`config.mk`:
```
export PLATFORM = sky130hd
export DESIGN_NAME = instruction_fetch
export DESIGN_NICKNAME = d
export VERILOG_FILES = /design/src/rtl/instruction_fetch_pkg.sv /design/src/rtl/next_pc_logic.sv /design/src/rtl/instruction_fetch.sv
export SDC_FILE = /design/constraint.sdc
export NUM_CORES = 1
export LEC_CHECK = 0
export CAP_MARGIN = 20
export CORE_MARGIN = 2
export CORE_UTILIZATION = 48
export DETAILED_ROUTE_END_ITERATION = 7
export GPL_ROUTABILITY_DRIVEN = 0
export GPL_TIMING_DRIVEN = 0
export PLACE_DENSITY = 0.95
export SETUP_SLACK_MARGIN = 0.05
export SLEW_MARGIN = 20
export SYNTH_ARGS = -nofsm -noshare
export SYNTH_HDL_FRONTEND = slang
export SYNTH_SLANG_ARGS = --single-unit
export TNS_END_PERCENT = 20
```
`constraint.sdc`:
```
create_clock -name clk -period 7.02 [get_ports clk]
set_input_delay 1.053 -clock clk [delete_from_list [all_inputs] [get_ports clk]]
set_output_delay 1.053 -clock clk [all_outputs]
set_load 0.02 [all_outputs]
```
`src/rtl/instruction_fetch_pkg.sv`:
```
// Shared processor package: fetch FSM state encodings, datapath widths and
// the default reset PC.
package instruction_fetch_pkg;

    localparam int unsigned XLEN      = 32;
    localparam int unsigned OPCODE_W  = 6;
    localparam int unsigned JTARGET_W = 26;

    localparam logic [XLEN-1:0] RESET_PC_DEFAULT = 32'h0000_0000;

    typedef enum logic [1:0] {
        RESET_S = 2'd0,
        FETCH   = 2'd1,
        VALID   = 2'd2,
        ERROR   = 2'd3
    } fetch_state_e;

endpackage

```
`src/rtl/next_pc_logic.sv`:
```
// Combinational next-PC selection for the fetch stage.
//   pc_plus4_i      : address of the sequentially following instruction
//   jump_i          : take the jump target (highest priority)
//   pc_src_i        : branch taken
//   branch_offset_i : sign-extended word offset of the branch
//   jump_target_i   : instr[25:0] word index inside the current 256 MB region
//   next_pc_o       : selected next PC
module next_pc_logic
    import instruction_fetch_pkg::*;
(
    input  logic [XLEN-1:0]      pc_plus4_i,
    input  logic                 jump_i,
    input  logic                 pc_src_i,
    input  logic [XLEN-1:0]      branch_offset_i,
    input  logic [JTARGET_W-1:0] jump_target_i,
    output logic [XLEN-1:0]      next_pc_o
);

    // Priority: jump, then taken branch, then sequential.
    always_comb begin
        next_pc_o = pc_plus4_i;
        if (jump_i) begin
            next_pc_o = {pc_plus4_i[XLEN-1:XLEN-4], jump_target_i, 2'b00};
        end else if (pc_src_i) begin
            // Word offset scaled to bytes; sum wraps modulo 2^32.
            next_pc_o = pc_plus4_i + (branch_offset_i << 2);
        end
    end

endmodule

```
`src/rtl/instruction_fetch.sv`:
```
// Instruction fetch stage: holds the PC, requests one instruction word at a
// time from instruction memory and presents it to the control stage.
//   clk, reset         : clock, asynchronous active-high reset
//   stall              : hold the current instruction and PC
//   Jump, PCSrc        : control-flow selects, used only when leaving VALID
//   branch_offset      : sign-extended branch word offset
//   jump_target        : instr[25:0] of the current jump
//   imem_ack/imem_rdata: memory response
//   imem_req/imem_addr : memory request, address equals pc
//   pc, pc_plus4       : current instruction address and its successor
//   instr, opcode      : latched instruction word and its opcode field
//   instr_valid        : instr/opcode valid for control
//   fetch_err          : sticky memory-timeout flag
module instruction_fetch
    import instruction_fetch_pkg::*;
#(
    parameter logic [31:0] RESET_PC    = RESET_PC_DEFAULT,
    parameter int unsigned ACK_TIMEOUT = 16
) (
    input  logic                clk,
    input  logic                reset,
    input  logic                stall,
    input  logic                Jump,
    input  logic                PCSrc,
    input  logic [31:0]         branch_offset,
    input  logic [25:0]         jump_target,
    input  logic                imem_ack,
    input  logic [31:0]         imem_rdata,
    output logic                imem_req,
    output logic [31:0]         imem_addr,
    output logic [31:0]         pc,
    output logic [31:0]         pc_plus4,
    output logic [31:0]         instr,
    output logic [OPCODE_W-1:0] opcode,
    output logic                instr_valid,
    output logic                fetch_err
);

    localparam int unsigned WAIT_W = $clog2(ACK_TIMEOUT + 1);
    localparam logic [WAIT_W-1:0] WAIT_LAST = WAIT_W'(ACK_TIMEOUT - 1);

    fetch_state_e      state_q;
    logic [31:0]       pc_q;
    logic [31:0]       instr_q;
    logic [WAIT_W-1:0] wait_q;
    logic              req_q;
    logic              valid_q;
    logic              err_q;
    logic [31:0]       next_pc_d;

    assign pc_plus4 = pc_q + 32'd4;

    next_pc_logic u_next_pc (
        .pc_plus4_i      (pc_plus4),
        .jump_i          (Jump),
        .pc_src_i        (PCSrc),
        .branch_offset_i (branch_offset),
        .jump_target_i   (jump_target),
        .next_pc_o       (next_pc_d)
    );

    // Fetch FSM; every output flag is registered alongside the state.
    always_ff @(posedge clk or posedge reset) begin
        if (reset) begin
            state_q <= RESET_S;
            pc_q    <= RESET_PC;
            instr_q <= '0;
            wait_q  <= '0;
            req_q   <= 1'b0;
            valid_q <= 1'b0;
            err_q   <= 1'b0;
        end else begin
            case (state_q)
                RESET_S: begin
                    state_q <= FETCH;
                    req_q   <= 1'b1;
                    wait_q  <= '0;
                end
                FETCH: begin
                    if (imem_ack) begin
                        instr_q <= imem_rdata;
                        state_q <= VALID;
                        req_q   <= 1'b0;
                        valid_q <= 1'b1;
                    end else if (wait_q == WAIT_LAST) begin
                        // ACK_TIMEOUT cycles elapsed with no response.
                        wait_q  <= wait_q + WAIT_W'(1);
                        state_q <= ERROR;
                        req_q   <= 1'b0;
                        err_q   <= 1'b1;
                    end else begin
                        wait_q <= wait_q + WAIT_W'(1);
                    end
                end
                VALID: begin
                    if (!stall) begin
                        pc_q    <= next_pc_d;
                        state_q <= FETCH;
                        req_q   <= 1'b1;
                        valid_q <= 1'b0;
                        wait_q  <= '0;
                    end
                end
                ERROR: begin
                    // Terminal until reset.
                end
            endcase
        end
    end

    assign imem_req    = req_q;
    assign imem_addr   = pc_q;
    assign pc          = pc_q;
    assign instr       = instr_q;
    assign opcode      = instr_q[31 -: OPCODE_W];
    assign instr_valid = valid_q;
    assign fetch_err   = err_q;

endmodule
```
==> metrics.txt <==
# TYPE chip_impl_metric gauge
chip_impl_info{name="run_status",value="completed"} 1
chip_impl_info{name="end_kind",value="output pin"} 1
chip_impl_metric{name="cts_hold_buffers",unit=""} 0
chip_impl_metric{name="area_growth",unit="%"} 48.46
chip_impl_metric{name="post_cts_resized",unit=""} 0
chip_impl_metric{name="timing.final.ws_setup",unit="ps"} 2692
chip_impl_metric{name="synth_adder_area_share",unit="%"} 8.641
chip_impl_info{name="cts.root.buffer_cell",value="sky130_fd_sc_hd__clkbuf_16"} 1
chip_impl_metric{name="grt_antenna_before_repair",unit=""} 0
chip_impl_info{name="start_to_end_type_of_the_worst_setup_path",value="reg -> out"} 1
chip_impl_info{name="ys_dominant_reg_cell",value="sky130_fd_sc_hd__dfrtp_1"} 1
chip_impl_metric{name="detail_route.vias_per_cell",unit=""} 5.857
chip_impl_metric{name="synth.yosys.warnings",unit=""} 0
chip_impl_metric{name="via_count_of_the_first_global_routing_pass",unit=""} 5981
chip_impl_metric{name="dieHeight",unit="um"} 113.3
chip_impl_metric{name="finalSetupViolations",unit=""} 0
chip_impl_metric{name="dr_total_vias",unit=""} 6103
chip_impl_metric{name="p_per_area",unit="nW/um2"} 454.5
chip_impl_info{name="synth_area_leaders",value="sky130_fd_sc_hd__dfrtp_1 (31%), sky130_fd_sc_hd__ha_1 (8.3%), sky130_fd_sc_hd__mux2_2 (6.3%)"} 1
chip_impl_info{name="min_path_type",value="reg -> reg"} 1
chip_impl_metric{name="timing.final.hold_violations",unit=""} 0
chip_impl_info{name="critPathMostFrequentCell",value="sky130_fd_sc_hd__nand3_1"} 1
chip_impl_metric{name="cts.htree.levels",unit=""} 3
chip_impl_metric{name="synth.ff_latch_count",unit=""} 72
chip_impl_metric{name="grt.overflow.total",unit=""} 0
chip_impl_metric{name="gr-usage-met3",unit="%"} 7.552
chip_impl_metric{name="globalRouteTotalUtil",unit="%"} 31.14
chip_impl_metric{name="count_of_port_buffers_added_during_placement",unit=""} 224
chip_impl_metric{name="grt_first_pass_wirelength",unit="um"} 31360
chip_impl_metric{name="n_fill_cell",unit=""} 816
chip_impl_metric{name="synth.mux.area_fraction",unit="%"} 7.855
chip_impl_metric{name="slew_viol_final",unit=""} 0
chip_impl_metric{name="synth_seq_area_share",unit="%"} 31.42
chip_impl_metric{name="synth-async-reset-ratio",unit="%"} 100.0
chip_impl_metric{name="synthSimpleGateAreaFrac",unit="%"} 17.28
chip_impl_metric{name="cts_setup_buffers",unit=""} 0
chip_impl_metric{name="placement.cell_area",unit="um2"} 8204
chip_impl_metric{name="fin_tns_setup",unit="ps"} 0
chip_impl_metric{name="cts_inserted_buffers",unit=""} 9
chip_impl_metric{name="clock_tree_skew_after_final_layout",unit="ps"} 9.243
chip_impl_metric{name="power.static_leakage",unit="nW"} 3.793
chip_impl_metric{name="insertion_delay",unit="ps"} 340
chip_impl_metric{name="fin_crit",unit="ps"} 4328
chip_impl_metric{name="r2r_slack",unit="ps"} 2870
chip_impl_metric{name="fin_nets",unit=""} 1029
chip_impl_metric{name="fin_crit_sh",unit="%"} 61.65
chip_impl_metric{name="synthXorXnorAreaFrac",unit="%"} 7.899
chip_impl_info{name="min_delay_endpoint",value="fetch_err$_DFFE_PP0P_"} 1
chip_impl_metric{name="slowest_delay",unit="ps"} 660
chip_impl_metric{name="io_pins",unit=""} 233
chip_impl_metric{name="row_count",unit=""} 39
chip_impl_metric{name="core_area",unit="um2"} 11520
chip_impl_metric{name="fmaxAchievable",unit="MHz"} 231.0
chip_impl_metric{name="placement.setup.worst_slack",unit="ps"} 2962
chip_impl_info{name="grt-busiest-layer",value="met2"} 1
chip_impl_metric{name="die-area",unit="um2"} 12840
chip_impl_metric{name="layout.cell_area.non_filler",unit="um2"} 8513
chip_impl_metric{name="vdd.ir_drop.worst",unit="V"} 0.0003844
chip_impl_metric{name="drc_errors",unit=""} 0
chip_impl_metric{name="ratio_of_cells_with_drive_above_1_in_the_final_layout",unit="%"} 12.24
chip_impl_metric{name="synth-compound-area-share",unit="%"} 19.05
chip_impl_metric{name="worst_setup_hold_path_clk_slew",unit="ps"} 60
chip_impl_metric{name="largest_net_degree_at_the_start_of_global_routing",unit=""} 49
chip_impl_metric{name="post_synth_instance_area",unit="um2"} 5734
chip_impl_metric{name="count_of_cell_types_in_the_netlist",unit=""} 67
chip_impl_info{name="crit_path_cell_trace",value="ha_1 > nand3_1 > nor4_4 > and3_1 > nand3_1 > xnor2_1 > clkdlybuf4s50_1"} 1
chip_impl_metric{name="worst-endpoint-arrival",unit="ps"} 3280
chip_impl_metric{name="drt_iter0_drc",unit=""} 681
chip_impl_info{name="timing.rr.end",value="imem_addr[27]$_DFFE_PP0P_"} 1
chip_impl_metric{name="drtPass1Iterations",unit=""} 5
chip_impl_metric{name="hold_ws",unit="ps"} 483.3
chip_impl_metric{name="grt_use_met2",unit="%"} 52.85
chip_impl_metric{name="insertedDiodeCount",unit=""} 0
chip_impl_metric{name="met1_grt_util",unit="%"} 38.11
chip_impl_metric{name="ff2ff_path_depth",unit=""} 14
chip_impl_metric{name="holdPathStages",unit=""} 1
chip_impl_info{name="cp-start-kind",value="flop"} 1
chip_impl_info{name="hold_start",value="fetch_err$_DFFE_PP0P_"} 1
chip_impl_info{name="post_synth_top_area_cell",value="sky130_fd_sc_hd__dfrtp_1"} 1
chip_impl_metric{name="numClockSinks",unit=""} 72
chip_impl_metric{name="max_cap_viol_count",unit=""} 0
chip_impl_metric{name="number_of_nets_still_failing_antenna_checks_after_routing",unit=""} 0
chip_impl_metric{name="worst-slew-pin-transition",unit="ps"} 741.0
chip_impl_info{name="grt_setup_unrepaired",value="false"} 1
chip_impl_metric{name="synthesis.area_per_instance",unit="um2"} 8.781
chip_impl_metric{name="postSynthCellCount",unit=""} 653
chip_impl_metric{name="wire_per_inst",unit="um"} 19.32
chip_impl_info{name="cts_tree",value="yes"} 1
chip_impl_info{name="yosys-top-cells-count",value="sky130_fd_sc_hd__dfrtp_1 (72), sky130_fd_sc_hd__nand2_1 (72), sky130_fd_sc_hd__a21oi_1 (51)"} 1
chip_impl_metric{name="post-synth-top-area-fraction",unit="%"} 31.42
chip_impl_metric{name="cts_buffer_depth",unit=""} 2
chip_impl_metric{name="synth_edf_count",unit=""} 0
chip_impl_info{name="synth_top_family_by_area",value="compound AO/OA/AOI/OAI gates"} 1
chip_impl_metric{name="dieWidth",unit="um"} 113.3
chip_impl_metric{name="crit_required",unit="ps"} 5970
chip_impl_metric{name="wirelength",unit="um"} 20130
chip_impl_info{name="r2r_start",value="imem_addr[2]$_DFFE_PP0P_"} 1
chip_impl_metric{name="detailedPlacementHpwl",unit="um"} 15530
chip_impl_metric{name="timing.slew.headroom",unit="%"} 50.60
chip_impl_metric{name="floorplan.initialDensity",unit="%"} 49.79
chip_impl_metric{name="crit_fanout",unit=""} 6
chip_impl_info{name="critPathSlowestCell",value="sky130_fd_sc_hd__clkdlybuf4s50_1"} 1
[worst max-delay path by stage]
stage                                          from  slack (ps)                         to  cells after the start
final                      imem_addr[2]$_DFFE_PP0P_        2690               pc_plus4[30]                      7
after global routing      imem_addr[19]$_DFFE_PP0P_        2500               pc_plus4[31]                      8
after CTS                 imem_addr[19]$_DFFE_PP0P_        2730               pc_plus4[31]                      8
after detailed placement           branch_offset[0]        2960  imem_addr[30]$_DFFE_PP0P_                     12
after global placement                        reset        2880  imem_addr[24]$_DFFE_PP0P_                      2
after floorplan            imem_addr[6]$_DFFE_PP0P_        3190  imem_addr[27]$_DFFE_PP0P_                     15
[layout make-up]
cell class	instances	area, um2	share of cell area, %
flip-flops and latches	72	1802	21.16
clock inverters	7	83.83	0.9847
well taps	143	178.9	2.102
inverters	12	47.55	0.5585
repair buffers	225	2270	26.66
clock buffers	9	225.2	2.646
plain buffers	64	401.6	4.718
multi-input cells	510	3505	41.17
[registers in the layout, indices dropped and copies added (netlist names)]
register,cells
fetch_err,1
imem_addr,30
imem_req,1
instr,32
instr_valid,1
state_q,2
wait_q,5
[through the flow]
stage	total power [mW]	std cells	utilization (%)
floorplan	2.283	658	-
global placement	3.248	1025	70.98
detailed placement	3.334	1026	71.24
CTS	3.843	1042	73.92
global route	4.077	1042	73.92
finish	3.870	1042	73.92
[worst max-delay path: cells and delay by family (launching register included)]
family                     cells  cell delay (ps)
and+or+nand+nor                4             1150
adders and majority gates      1              330
buffers and inverters          1              660
xor gates and xnor gates       1              300
DFF                            1              500
[cells in the final DEF (no fill, tap or decap), types with 6 or more instances in the layout]
master and instances:
sky130_fd_sc_hd__clkbuf_1 18, sky130_fd_sc_hd__nor3_1 10, sky130_fd_sc_hd__nand3_1 16, sky130_fd_sc_hd__o21ai_0 48
sky130_fd_sc_hd__a211oi_1 7, sky130_fd_sc_hd__xnor2_1 32, sky130_fd_sc_hd__conb_1 6, sky130_fd_sc_hd__nor2_1 45
sky130_fd_sc_hd__clkbuf_16 9, sky130_fd_sc_hd__and3_1 12, sky130_fd_sc_hd__buf_4 42, sky130_fd_sc_hd__dfrtp_1 72
sky130_fd_sc_hd__a21oi_1 51, sky130_fd_sc_hd__nand4_1 8, sky130_fd_sc_hd__nand2_1 72, sky130_fd_sc_hd__inv_1 11
sky130_fd_sc_hd__clkdlybuf4s50_1 224, sky130_fd_sc_hd__xor2_1 16, sky130_fd_sc_hd__mux2_2 32, sky130_fd_sc_hd__a21o_1 14
sky130_fd_sc_hd__mux2i_1 9, sky130_fd_sc_hd__o31ai_1 6, sky130_fd_sc_hd__ha_1 38
[per-layer routing]
| metal | routed length, um | up-vias |
|---|---|---|
| li1 | - | 2803 |
| met1 | 7700 | 2873 |
| met2 | 9801 | 364 |
| met3 | 1960 | 63 |
| met4 | 670 | 0 |
| met5 | 0 | - |
[logic make-up (layout without fill, tap and decap cells)]
kind of cell / count (synthesis) / after routing
and+or+nand+nor: 199 / 199
AOI/OAI and AO/OA: 175 / 175
buffers and inverters: 76 / 317
DFF: 72 / 72
xor gates and xnor gates: 50 / 50
muxes: 41 / 41
adders and majority gates: 39 / 39
other: 1 / 6
[where the power goes]
group          total, mW  switching, mW  internal, mW  leakage [nW]
combinational       2.56           1.32          1.24          2.75
clock              0.487          0.204         0.282         0.149
sequential         0.822          0.232         0.590         0.891
No activity file was read; power rests on OpenSTA's default activity.
